--- config.mk ---
export PLATFORM = sky130hd
export DESIGN_NAME = vga_tile_renderer
export DESIGN_NICKNAME = d
export VERILOG_FILES = /design/src/rtl/vga_tile_renderer.sv
export SDC_FILE = /design/constraint.sdc
export NUM_CORES = 1
export LEC_CHECK = 0
export BUFFER_PORTS_ARGS = -buffer_cell sky130_fd_sc_hd__buf_2
export CORE_ASPECT_RATIO = 0.6
export CORE_UTILIZATION = 53
export DETAILED_ROUTE_END_ITERATION = 8
export PLACE_DENSITY = 0.84
export SYNTH_ARGS = -nofsm -noshare
export SYNTH_HDL_FRONTEND = slang
export SYNTH_SLANG_ARGS = --single-unit
--- constraint.sdc ---
create_clock -name clk -period 4.25 [get_ports clk]
set_input_delay 0.425 -clock clk [delete_from_list [all_inputs] [get_ports clk]]
set_output_delay 0.425 -clock clk [all_outputs]
set_load 0.005 [all_outputs]
--- src/rtl/vga_tile_renderer.sv ---
// Tile-based pixel pipeline behind the VGA timing generator: tilemap lookup,
// pattern lookup, palette, with sync and blank delayed to stay aligned with colour.
module vga_tile_renderer #(
  parameter int X_OFFSET    = 96,
  parameter int Y_OFFSET    = 0,
  parameter int MAP_COLS    = 28,
  parameter int MAP_ROWS    = 30,
  parameter int SCALE_SHIFT = 1
) (
  input  logic        clk,
  input  logic        reset,
  input  logic [9:0]  x,
  input  logic [8:0]  y,
  input  logic [1:0]  h_state,
  input  logic [1:0]  v_state,
  output logic [9:0]  map_addr,
  input  logic [3:0]  map_data,
  output logic [9:0]  pat_addr,
  input  logic [1:0]  pat_data,
  output logic        hsync,
  output logic        vsync,
  output logic [11:0] rgb,
  output logic        blank,
  output logic        frame_tick
);

  typedef enum logic [1:0] {
    ST_SYNC  = 2'd0,
    ST_BACK  = 2'd1,
    ST_DISP  = 2'd2,
    ST_FRONT = 2'd3
  } axis_state_e;

  localparam int          TILE_SHIFT = 3 + SCALE_SHIFT;
  localparam logic [10:0] MAP_W      = 11'(MAP_COLS << TILE_SHIFT);
  localparam logic [10:0] MAP_H      = 11'(MAP_ROWS << TILE_SHIFT);
  localparam logic [9:0]  COLS_BITS  = 10'(MAP_COLS);

  function automatic logic [11:0] palette(input logic [1:0] idx);
    case (idx)
      2'd0:    return 12'h000;
      2'd1:    return 12'h00F;
      2'd2:    return 12'hFB9;
      default: return 12'hFFF;
    endcase
  endfunction

  // S0: input capture
  logic        s0_valid;
  logic [9:0]  s0_x;
  logic [8:0]  s0_y;
  axis_state_e s0_h, s0_v;

  // NOTE: every clocked block uses non-blocking assignments so all stages
  // advance together on the same edge regardless of block ordering.
  always_ff @(negedge clk or negedge reset) begin
    if (!reset) begin
      s0_valid <= 1'b0;
      s0_x     <= '0;
      s0_y     <= '0;
      s0_h     <= ST_SYNC;
      s0_v     <= ST_SYNC;
    end else begin
      s0_valid <= 1'b1;
      s0_x     <= x;
      s0_y     <= y;
      s0_h     <= axis_state_e'(h_state);
      s0_v     <= axis_state_e'(v_state);
    end
  end

  // S1: address generation. dx/dy are two's complement; bit 10 is the sign.
  logic [10:0] dx, dy;
  logic        in_map_c;
  logic [9:0]  map_addr_c;

  assign dx = {1'b0, s0_x} - 11'(X_OFFSET);
  assign dy = {2'b00, s0_y} - 11'(Y_OFFSET);

  assign in_map_c = (s0_h == ST_DISP) && (s0_v == ST_DISP) && (s0_x < 10'd640) &&
                    !dx[10] && (dx < MAP_W) && !dy[10] && (dy < MAP_H);

  // row*MAP_COLS built as a sum of shifted rows, one per set bit of MAP_COLS.
  // NOTE: the accumulator is assigned before the loop so no latch is inferred.
  always_comb begin
    map_addr_c = 10'(dx >> TILE_SHIFT);
    for (int i = 0; i < 10; i++) begin
      if (COLS_BITS[i]) map_addr_c = map_addr_c + 10'((dy >> TILE_SHIFT) << i);
    end
  end

  logic        s1_valid, s1_in_map;
  logic [2:0]  s1_px, s1_py;
  axis_state_e s1_h, s1_v;

  always_ff @(negedge clk or negedge reset) begin
    if (!reset) begin
      s1_valid  <= 1'b0;
      s1_in_map <= 1'b0;
      s1_px     <= '0;
      s1_py     <= '0;
      s1_h      <= ST_SYNC;
      s1_v      <= ST_SYNC;
      map_addr  <= '0;
    end else begin
      s1_valid  <= s0_valid;
      s1_in_map <= s0_valid && in_map_c;
      s1_px     <= dx[SCALE_SHIFT +: 3];
      s1_py     <= dy[SCALE_SHIFT +: 3];
      s1_h      <= s0_h;
      s1_v      <= s0_v;
      if (s0_valid && in_map_c) map_addr <= map_addr_c;
    end
  end

  // S2: map_data answers the map_addr presented on the previous edge
  logic        s2_valid, s2_in_map;
  axis_state_e s2_h, s2_v;

  always_ff @(negedge clk or negedge reset) begin
    if (!reset) begin
      s2_valid  <= 1'b0;
      s2_in_map <= 1'b0;
      s2_h      <= ST_SYNC;
      s2_v      <= ST_SYNC;
      pat_addr  <= '0;
    end else begin
      s2_valid  <= s1_valid;
      s2_in_map <= s1_in_map;
      s2_h      <= s1_h;
      s2_v      <= s1_v;
      if (s1_in_map) pat_addr <= {map_data, s1_py, s1_px};
    end
  end

  // S3: capture the colour index answering pat_addr
  logic        s3_valid, s3_in_map;
  logic [1:0]  s3_colour;
  axis_state_e s3_h, s3_v;

  always_ff @(negedge clk or negedge reset) begin
    if (!reset) begin
      s3_valid  <= 1'b0;
      s3_in_map <= 1'b0;
      s3_colour <= '0;
      s3_h      <= ST_SYNC;
      s3_v      <= ST_SYNC;
    end else begin
      s3_valid  <= s2_valid;
      s3_in_map <= s2_in_map;
      s3_colour <= pat_data;
      s3_h      <= s2_h;
      s3_v      <= s2_v;
    end
  end

  // Output register; prev_v tracks only real outputs so pre-reset state cannot tick.
  axis_state_e prev_v;
  logic        s3_disp;

  assign s3_disp = (s3_h == ST_DISP) && (s3_v == ST_DISP);

  always_ff @(negedge clk or negedge reset) begin
    if (!reset) begin
      hsync      <= 1'b1;
      vsync      <= 1'b1;
      rgb        <= '0;
      blank      <= 1'b1;
      frame_tick <= 1'b0;
      prev_v     <= ST_SYNC;
    end else if (!s3_valid) begin
      hsync      <= 1'b1;
      vsync      <= 1'b1;
      rgb        <= '0;
      blank      <= 1'b1;
      frame_tick <= 1'b0;
    end else begin
      hsync      <= (s3_h != ST_SYNC);
      vsync      <= (s3_v != ST_SYNC);
      rgb        <= (s3_disp && s3_in_map) ? palette(s3_colour) : 12'h000;
      blank      <= !s3_disp;
      frame_tick <= (s3_v == ST_FRONT) && (prev_v == ST_DISP);
      prev_v     <= s3_v;
    end
  end

endmodule
Word level (Yosys, flattened, before mapping)
Cells that the tools add are included.

Reduce and logical (&&, ||, !) cells: 14. Eq/ne operators: 8. Magnitude comparators: 3. Add/subtract/negate cells: 4. Multiplexer cells: 7.

Operators by type and width (count): one-hot mux 12 bit (3 select lines) (1); 2-to-1 mux 12 bit (2); == test 2 bit, second input constant (7); < comparator 11 x 9 -> 1 bit, second input constant (1); subtractor 10 x 7 -> 11 bit, second input constant (1); adder 9 x 9 -> 10 bit (1); < comparator 10 bit, second input constant (1); adder 8 x 8 -> 9 bit (1); logical AND 1 bit (9); < comparator 9 bit, second input constant (1); adder 7 x 7 -> 8 bit (1); 2-to-1 mux 1 bit (4); nonzero test 2 bit (2); == test 2 x 1 -> 1 bit, second input constant (1); zero test 1 bit (2); zero test 2 bit (1).

Register bits after elaboration: 88. Bits of input ports: 31.

Logic depth before layout (Yosys ltp)
Gate-level depths: netlist of the first run.

Depth after elaboration: 7. Mapped depth: 11.

==> summary.txt, run 1 <==
Worst hold start = s0_x[2]
DIE WIDTH = 99.5 um
Critical Path AT = 3.09 ns
Pin count of the biggest net entering global routing = 69
Library cell occupying the most area in the post-synthesis netlist = dfrtn_1
PD cells = 480 nW/um2
DIE HEIGHT = 60.5 um
Worst setup path class = reg -> out
Warnings, synthesis = 0
Worst vdd rail ir drop = 0.283 mV
Depth of the worst hold-timing path = 0
Netlist area before placement = 3020 um2
Share of post-route cells with drive strength above 1 = 40.1%
Internal Dissipation = 1310 uW
Nature of the critical path startpoint = register
Final Hold Vio Count = 0
Inserted Clock Buffers = 9
Post-CTS Hold Buffers = 0
Number of buffer and inverter instances along the worst setup path = 1
Largest fanout on the critical path = 1
Final net count = 315
Initial Utilization = 57.2%
Sequential cell fraction of total power = 50.3%
Worst min-delay path category = reg -> reg
# fillers = 377
First-pass GRT wire length = 7.17 mm
Crit-path slowest cell = dfstp_2
Diode count = 0
Area of the multi-input gates = 926 um2
Total number of placement rows = 20
DRT Wirelength = 4.32 mm
Clock latency of the later-clocked register in the worst-skew pair = 0.37 ns
Pwr Total = 1730 uW
Vias in the first global route = 1,437
Per-cell routed wire length = 12.6 um
Post-Synthesis Net Count = 247
Setup slack, reg-to-reg = 0.91 ns
Setup TNS = 0 ns
Final Hold Slack = 0.294 ns
Worst setup EP type = output pin
Delay contributed by the slowest stage of the critical path = 0.50 ns
Launch point of the worst reg-to-reg path = s0_x[5]
Switching Share = 24.2%
Syn avg cell area = 15.6 um2
Total grt overflow = 0
Root buffer selected by CTS = clkbuf_8
Dpl cell area = 3380 um2
Number of clock sinks seen by CTS = 78
Clock tree from TritonCTS = built
Sequential share of the synthesized area = 64.7%
Reg-to-reg critical path endpoint = map_addr[8]
Combinational fraction of design power = 15.8%
Net switching power figure = 419 uW
Drt first-iter violations = 37
Placer congestion estimate = 0.806
Number of buffers on the longest clock path = 2
Total via count in the routed design = 1,559
MaxCap Viol Count = 0
Core Footprint = 5280 um2
Flip-flop and latch count after synthesis = 78
# IOs = 67
Top post-synthesis cells by area = dfrtn_1 62%, fa_1 6.0%, ha_1 5.4%
DRT antenna net count = 0
Cells along the critical path = buf_2
Final setup skew = 0.0505 ns
Antenna violations before repair = 0
IO buf count = 64
R2R depth = 11
Maximum level of the CTS H-tree = 3
Count of pins over their slew limit = 0
Number of instances in the synthesized netlist = 194
Min-Delay Endpoint = s1_px[1]
End-of-flow core utilization = 68.3%
All-layer global routing usage = 16.5%
Stages on worst setup path = 1
Required time worst endpoint = 3.83 ns
DP HPWL = 3.23 mm
Clock edge transition at the registers on the reported setup and hold paths = 0.05 ns
Final-report setup violation count = 0
Detailed-route vias per instance = 4.53
Post-cts resize count = 0
Leakage dissipation = 0.00185 uW
Status = complete, no violations
Category of cells accounting for the largest share of critical-path delay = flip-flops
Relative area change from synthesis to final layout = 19.3%
Clock network fraction of design power = 33.9%
RSZ-0062 raised after global routing = no
Die area = 6010 um2
# Post-CTS Setup Buffers = 0
Total DRC errors in the routed layout = 0
Library cells used by synthesis = 36
First-pass detailed-route iteration total = 4
Share of Yosys cell area claimed by the top area cell type = 62.1%
Register area = 1960 um2
Post-route cell area = 3600 um2
==> layer usage <==
metal | global-route usage (%) | vias to the layer above | wire [um]
met5 | 0 | - | 0
met4 | 3.78 | 0 | 11
met3 | 7.49 | 2 | 253
met2 | 23.0 | 51 | 1790
met1 | 24.1 | 738 | 2270
li1 | - | 768 | -
==> cell type report <==
cell class | count | area share (%)
Clock inverter | 9 | 2.67
Timing Repair Buffer | 65 | 9.51
Tap cell | 77 | 2.67
Clock buffer | 10 | 3.54
Multi-Input combinational cell | 89 | 25.7
Sequential cell | 78 | 54.3
Inverter | 16 | 1.67
==> layout by cell type (no fill, tap or decap), drive strengths merged, types with 2 or more instances in the layout <==
cell type	synthesis	routed
a21o	2	2
nand4	2	2
nor4bb	2	2
ha	13	13
nand2	3	3
a21oi	4	4
clkbuf	1	10
clkinv	0	4
mux2	21	21
nor2b	2	2
fa	9	9
bufinv	0	2
xor2	2	2
nor3b	3	3
inv	17	19
dfrtn	75	75
buf	9	65
xnor2	3	3
a211oi	2	2
dfstp	3	3
nor3	2	2
nand3	2	2
nor2	7	7
==> power groups by stage <==
| stage | Combinational [uW] | Clock [uW] | Sequential [uW] |
|---|---|---|---|
| global placement | 267 | 5.87 | 882 |
| CTS | 278 | 605 | 872 |
| detailed placement | 276 | 5.87 | 885 |
| finish | 273 | 588 | 871 |
| global route | 308 | 642 | 881 |
| floorplan | 160 | 5.87 | 882 |
==> metrics by stage <==
| stage | setup WS [ns] | cells |
|---|---|---|
| after global routing | 0.687 | 344 |
| after floorplan | 1.08 | 194 |
| after CTS | 0.713 | 344 |
| after global placement | 0.982 | 326 |
| final | 0.734 | 344 |
| after detailed placement | 0.925 | 326 |
==> cells by family (layout without fill, tap and decap cells) <==
family          Yosys count  count (layout)  share of synthesized area [%]
other cells               1               1                          0.124
xor+xnor                  5               5                           1.45
mux                      22              22                           9.16
buf+inv                  27             100                           4.60
simple gates             26              26                           5.51
fa+ha+maj                22              22                           11.4
flops                    78              78                           64.7
compound gates           13              13                           3.07
==> cells in the mapped netlist (all sizes together) <==
library cell	count
inv	17
o211ai	1
nor2b	2
xnor2	3
conb	1
xor2	2
mux2	21
nor2	7
a21oi	4
dfrtn	75
ha	13
a21o	2
or3b	1
nand3	2
nor4bb	2
and4bb	1
o21ai	1
a211o	1
nor3b	3
o21a	1
fa	9
and3	1
nand2	3
a221o	1
clkbuf	1
nor3	2
mux2i	1
buf	9
dfstp	3
a211oi	2
nand4	2
==> state kept, by name (all words and copies together) (netlist names), 2 cells and up <==
name / count
map_addr: 10
pat_addr: 10
prev_v: 2
rgb: 4
s0_h: 2
s0_v: 2
s0_x: 9
s0_y: 8
s1_h: 2
s1_px: 3
s1_py: 3
s1_v: 2
s2_h: 2
s2_v: 2
s3_colour: 2
s3_h: 2
s3_v: 2
==> worst max path at each step <==
stage          startpoint           to  slack [ns]
2_1_floorplan     rgb[10]      rgb[10]        1.08
3_3_place_gp      s0_x[5]  map_addr[8]        0.98
3_5_place_dp      s0_x[5]  map_addr[8]        0.93
4_1_cts             hsync        hsync        0.71
5_1_grt             hsync        hsync        0.69
6_report            hsync        hsync        0.73
Power figures use the tool's default switching activity.
==> inputs of run 2 (changes only) <==
--- a/config.mk
+++ b/config.mk
@@ -5,11 +5,12 @@
 export SDC_FILE = /design/constraint.sdc
 export NUM_CORES = 1
 export LEC_CHECK = 0
+export ABC_AREA = 1
 export BUFFER_PORTS_ARGS = -buffer_cell sky130_fd_sc_hd__buf_2
 export CORE_ASPECT_RATIO = 0.6
-export CORE_UTILIZATION = 53
+export CORE_UTILIZATION = 48
 export DETAILED_ROUTE_END_ITERATION = 8
-export PLACE_DENSITY = 0.84
+export PLACE_DENSITY = 0.81
 export SYNTH_ARGS = -nofsm -noshare
 export SYNTH_HDL_FRONTEND = slang
 export SYNTH_SLANG_ARGS = --single-unit
==> constraint.sdc (replaced) <==
create_clock -name clk -period 3.1 [get_ports clk]
set_input_delay 0.31 -clock clk [delete_from_list [all_inputs] [get_ports clk]]
set_output_delay 0.31 -clock clk [all_outputs]
set_load 0.005 [all_outputs]
==> run 2 against run 1 <==
Net effect:
- clock skew up 0.0034 ns
- cell count up 20%
- count of clock-buffer cells in the layout down 1
- critical path type is now reg -> reg
- critical path depth up 13
- combinational power up 27%
- synthesized cell count up 31%
- highest routed layer unchanged
- final area up 3.5%
==> summary.txt, run 2 <==
Cells along the critical path = ha_2 > inv_2 > nand2_1 > nand2_1 > fa_2 > fa_1 > inv_1 > ha_1 > fa_2 > nand3_1 > nand2_1 > xor2_1 > nand2_2 > nand2_1
Placer congestion estimate = 0.881
Ys async rst share = 100%
Vias in the first global route = 1,789
DIE HEIGHT = 64.3 um
Placement-stage worst setup slack = 0.0628 ns
Worst setup path class = reg -> reg
Most common cell in the netlist = dfrtn_1
Most common library cells after synthesis = 75 x dfrtn_1, 47 x nand2_1, 32 x inv_1, 14 x nand3_1, 13 x ha_1
Status = complete, no violations
DRT Wirelength = 4.83 mm
Per-cell routed wire length = 11.7 um
Warnings, synthesis = 0
Die area = 6800 um2
Maximum level of the CTS H-tree = 3
Number of instances in the synthesized netlist = 254
Clock latency of the later-clocked register in the worst-skew pair = 0.38 ns
Number of clock sinks seen by CTS = 78
Shortest period the worst path allows = 2.93 ns
# Post-CTS Setup Buffers = 0
CP most frequent cell = nand2_1
Inserted Clock Buffers = 9
Diode count = 0
Library cells used by synthesis = 26
Biggest registers after layout = map_addr: 10 flops, pat_addr: 10 flops, s0_x: 9 flops
Clock edge transition at the registers on the reported setup and hold paths = 0.06 ns
Nature of the critical path startpoint = register
Final net count = 376
Top post-synthesis cells by area = dfrtn_1 60%, fa_1 5.8%, nand2_1 5.7%
Largest fanout on the critical path = 4
First-pass GRT wire length = 8.32 mm
Relative area change from synthesis to final layout = 20.2%
Worst vdd rail ir drop = 0.416 mV
Post-Synthesis Net Count = 307
Clock tree from TritonCTS = built
Crit-path slowest cell = fa_1
MaxCap Viol Count = 0
DIE WIDTH = 106 um
Leakage dissipation = 0.00203 uW
# fillers = 513
Core Footprint = 6170 um2
Final setup skew = 0.0538 ns
RSZ-0062 raised after global routing = no
Delay contributed by the slowest stage of the critical path = 0.53 ns
Register area = 1960 um2
# IOs = 67
Root buffer selected by CTS = clkbuf_8
Final Cycle Share = 94.5%
Total via count in the routed design = 1,861
Commonest cells after routing, fill and taps aside = 75 x dfrtn_1, 63 x buf_2, 47 x nand2_1, 34 x inv_1, 14 x nand3_1
Final-report setup violation count = 0
Pwr Total = 2430 uW
Share of Yosys cell area claimed by the top area cell type = 60.5%
First-pass detailed-route iteration total = 4
DRT antenna net count = 0
Least setup slack across all paths after layout = 0.171 ns
Total DRC errors in the routed layout = 0
Sequential share of the synthesized area = 63.0%
Area of the multi-input gates = 938 um2
IO buf count = 64
Library cell occupying the most area in the post-synthesis netlist = dfrtn_1
Netlist area before placement = 3100 um2
Worst setup EP type = register
All-layer global routing usage = 16.5%
DP HPWL = 3.59 mm
Total grt overflow = 0
Critical Path AT = 4.66 ns
Number of buffers on the longest clock path = 2
Antenna violations before repair = 0
Detailed-route vias per instance = 4.52
Achievable frequency = 0.341 GHz
Total number of placement rows = 22
Drt first-iter violations = 59
PD cells = 652 nW/um2
Leading register cell type out of synthesis = dfrtn_1
Setup TNS = 0 ns
Final Hold Vio Count = 0
Required time worst endpoint = 4.83 ns
Worst min-delay path category = reg -> reg
Share of post-route cells with drive strength above 1 = 35.1%
Commonest non-fill, non-tap cell in the layout = dfrtn_1
Count of pins over their slew limit = 0
Final Hold Slack = 0.286 ns
Initial Utilization = 50.3%
Number of enable-type register cells in the synthesized netlist = 0
Flip-flop and latch count after synthesis = 78
Pin count of the biggest net entering global routing = 33
Syn avg cell area = 12.2 um2
run 2: changes by cell type after synthesis, sizes merged, moves of 3 or more:
| cell | previous run | this run |
|---|---|---|
| nand3 | 2 | 16 |
| nor2 | 7 | 11 |
| mux2 | 21 | 10 |
| inv | 17 | 35 |
| nor3b | 3 | 0 |
| xnor2 | 3 | 0 |
| nand2 | 3 | 58 |
run 2: worst max-delay path: cells and delay by family, from the launching register on:
family	cells	cell delay (ns)
adder cells (fa/ha/maj)	5	1.69
flip-flops	1	0.45
AND/OR/NAND/NOR	6	0.39
XOR/XNOR	1	0.15
buffers and inverters	2	0.09
run 2: what timing repair did:
| action | CTS | global route |
|---|---|---|
| endpoints found under the hold margin | 0 | 0 |
| endpoints found under the setup margin | 0 | 1 |
| gates resized for setup | 0 | 3 |
| hold buffers | 0 | 0 |
run 2: kinds of logic (layout without fill, tap and decap cells):
logic type	after synthesis	count (layout)	share of synthesized area (%)
adder cells (fa/ha/maj)	22	22	11.0
XOR/XNOR	3	3	0.847
flip-flops	78	78	63.0
AO/OA/AOI/OAI	5	5	0.887
multiplexers	10	10	3.63
buffers and inverters	45	119	6.98
AND/OR/NAND/NOR	90	90	13.5
other	1	1	0.121
run 2: cell type report:
class | instances | share of cell area, %
repair buffers | 66 | 9.39
flip-flops and latches | 78 | 52.4
multi-input cells | 131 | 25.2
clock inverters | 10 | 3.49
well taps | 84 | 2.82
inverters | 34 | 3.42
clock buffers | 9 | 3.32
run 2: worst paths after layout:
check	startpoint	to	slack, ns	cells after the start
max	s0_x[5]	map_addr[8]	0.17	14
min	s2_v[1]	s3_v[1]	0.29	0
max reg2reg	s0_x[5]	map_addr[8]	0.17	14
min reg2reg	s2_v[1]	s3_v[1]	0.29	0
max in group asynchronous	reset	s0_x[3]	1.16	2
min in group asynchronous	reset	map_addr[0]	1.32	1
run 2: per-layer routing:
layer  share of wire [%]  vias to the layer above  global-route usage [%]
li1                    -                      911                       -
met1                  47                      884                    21.9
met2                  45                       61                    24.8
met3                 7.5                        5                    6.73
met4                0.64                        0                    5.21
met5                   0                        -                       0
run 2: through the flow:
step	cells	area (um2)	util [%]
after floorplan	254	3100	-
after global placement	394	3470	56.3
after detailed placement	394	3470	56.3
after CTS	412	3720	60.4
after global routing	412	3730	60.5
final	412	3730	60.5
run 2: report_power, final:
group | total, uW | internal [uW] | switching [uW]
Sequential | 1170 | 1120 | 49.9
Clock | 912 | 541 | 371
Combinational | 348 | 160 | 188
==> inputs of run 3 (changes only) <==
--- a/config.mk
+++ b/config.mk
@@ -11,6 +11,8 @@
 export CORE_UTILIZATION = 48
 export DETAILED_ROUTE_END_ITERATION = 8
 export PLACE_DENSITY = 0.81
+export RECOVER_POWER = 25
+export SETUP_SLACK_MARGIN = 0.2
 export SYNTH_ARGS = -nofsm -noshare
 export SYNTH_HDL_FRONTEND = slang
 export SYNTH_SLANG_ARGS = --single-unit
==> run 3 against run 2 <==
Net effect:
- combinational power increased by 8.3%
- clock skew about the same
- final area increased by 1.2%
- count of clock-buffer cells in the layout unchanged
- setup slack improved by 0.082 ns
==> summary.txt, run 3 (same netlist as run 2, synthesis figures left out) <==
Pin count of the biggest net entering global routing = 33
Vias in the first global route = 1,781
Clock latency of the later-clocked register in the worst-skew pair = 0.38 ns
Critical Path AT = 4.59 ns
Launch point of the worst reg-to-reg path = s0_x[5]
Placement-stage worst setup slack = 0.0628 ns
Largest fanout on the critical path = 4
Setup slack, reg-to-reg = 0.25 ns
Initial Utilization = 50.3%
Achievable frequency = 0.351 GHz
Shortest period the worst path allows = 2.85 ns
Worst setup path class = reg -> reg
MaxCap Viol Count = 0
Total number of placement rows = 22
Detailed-route vias per instance = 4.54
Worst min-delay path category = reg -> reg
Diode count = 0
IO buf count = 64
Die area = 6800 um2
Required time worst endpoint = 4.84 ns
Worst setup EP type = register
Final net count = 378
First-pass detailed-route iteration total = 5
Inserted Clock Buffers = 9
Biggest registers after layout = map_addr: 10 flops, pat_addr: 10 flops, s0_x: 9 flops
Relative area change from synthesis to final layout = 21.7%
Core Footprint = 6170 um2
DRT antenna net count = 0
DP HPWL = 3.59 mm
RSZ-0062 raised after global routing = no
Tightest slew margin relative to the limit = 30.0%
Root buffer selected by CTS = clkbuf_8
Crit. Startpoint = s0_x[5]
DIE HEIGHT = 64.3 um
Maximum level of the CTS H-tree = 3
Per-cell routed wire length = 12.0 um
Status = complete, no violations
Final Hold Vio Count = 0
Register area = 1960 um2
Share of post-route cells with drive strength above 1 = 37.3%
DIE WIDTH = 106 um
Area of the multi-input gates = 963 um2
All-layer global routing usage = 16.5%
Total grt overflow = 0
Nature of the critical path startpoint = register
DRT Wirelength = 4.98 mm
Clock tree from TritonCTS = built
Final Cycle Share = 91.8%
End-of-flow core utilization = 61.3%
Least setup slack across all paths after layout = 0.253 ns
Commonest non-fill, non-tap cell in the layout = dfrtn_1
PD cells = 653 nW/um2
# fillers = 504
Post-route non-filler standard cell count = 414
Commonest cells after routing, fill and taps aside = 75 x dfrtn_1, 62 x buf_2, 44 x nand2_1, 33 x inv_1, 14 x nand2_2
Clock edge transition at the registers on the reported setup and hold paths = 0.06 ns
# IOs = 67
Antenna violations before repair = 0
Actual slew at the worst max-slew pin = 1.05 ns
Leakage dissipation = 0.00205 uW
First-pass GRT wire length = 8.32 mm
Worst hold start = s2_v[1]
Count of pins over their slew limit = 0
Placer congestion estimate = 0.881
Worst vdd rail ir drop = 0.416 mV
Drt first-iter violations = 69
Post-CTS Hold Buffers = 0
Total DRC errors in the routed layout = 0
Setup TNS = 0 ns
Cell count after placement = 394
Final-report setup violation count = 0
Total via count in the routed design = 1,880
Number of buffers on the longest clock path = 2
Number of clock sinks seen by CTS = 78
Final setup skew = 0.0536 ns
run 3: per-layer routing:
| layer | part of all wire, % | vias up | global-route usage (%) | wire length (um) |
|---|---|---|---|---|
| met5 | 0 | - | 0 | 0 |
| li1 | - | 916 | - | - |
| met4 | 0.96 | 0 | 5.21 | 48 |
| met2 | 45 | 64 | 24.8 | 2260 |
| met3 | 7.6 | 7 | 6.73 | 378 |
| met1 | 46 | 893 | 22.0 | 2290 |
run 3: repair_timing:
item,4_1_cts,5_1_grt
pin swaps,0,5
gates resized for setup,3,9
endpoints found under the setup margin,2,2
buffers inserted,1,1
endpoints found under the hold margin,0,0
run 3: where the power goes:
| part | leakage (uW) | internal, uW | switching [uW] |
|---|---|---|---|
| clock | 0.000133 | 541 | 374 |
| sequential | 0.000955 | 1120 | 49.8 |
| combinational | 0.000957 | 175 | 201 |
run 3: worst max-delay path, stage by stage, from the launching register on:
cell and delay, ns:
dfrtn_1 0.43, ha_2 0.20, inv_2 0.06, nand2_2 0.07, nand2_2 0.06, fa_2 0.37, fa_1 0.50, inv_2 0.05
ha_4 0.16, fa_2 0.37, buf_4 0.15, xor2_1 0.16, nand2_2 0.07, nand2_1 0.05
run 3: path summary, 6_finish.rpt:
kind	endpoint	cells after the start
setup / recovery	map_addr[6]	13
hold / removal	s3_v[1]	0
setup reg to reg	map_addr[6]	13
hold reg to reg	s3_v[1]	0
max in group asynchronous	s0_x[3]	2
min in group asynchronous	map_addr[0]	1
run 3: area by class of cell:
class / count / area share, %
clock inverters: 10 / 3.44
repair buffers: 68 / 9.84
inverters: 34 / 3.38
flip-flops and latches: 78 / 51.8
multi-input cells: 131 / 25.5
clock buffers: 9 / 3.28
well taps: 84 / 2.78
run 3: per-stage QoR:
step / hold slack [ns] / power [uW] / area, um2
after floorplan: 0.292 / 1390 / 3100
after global placement: 0.292 / 1530 / 3470
after detailed placement: 0.295 / 1550 / 3470
after CTS: 0.288 / 2460 / 3740
after global routing: 0.290 / 2610 / 3780
final: 0.287 / 2460 / 3780
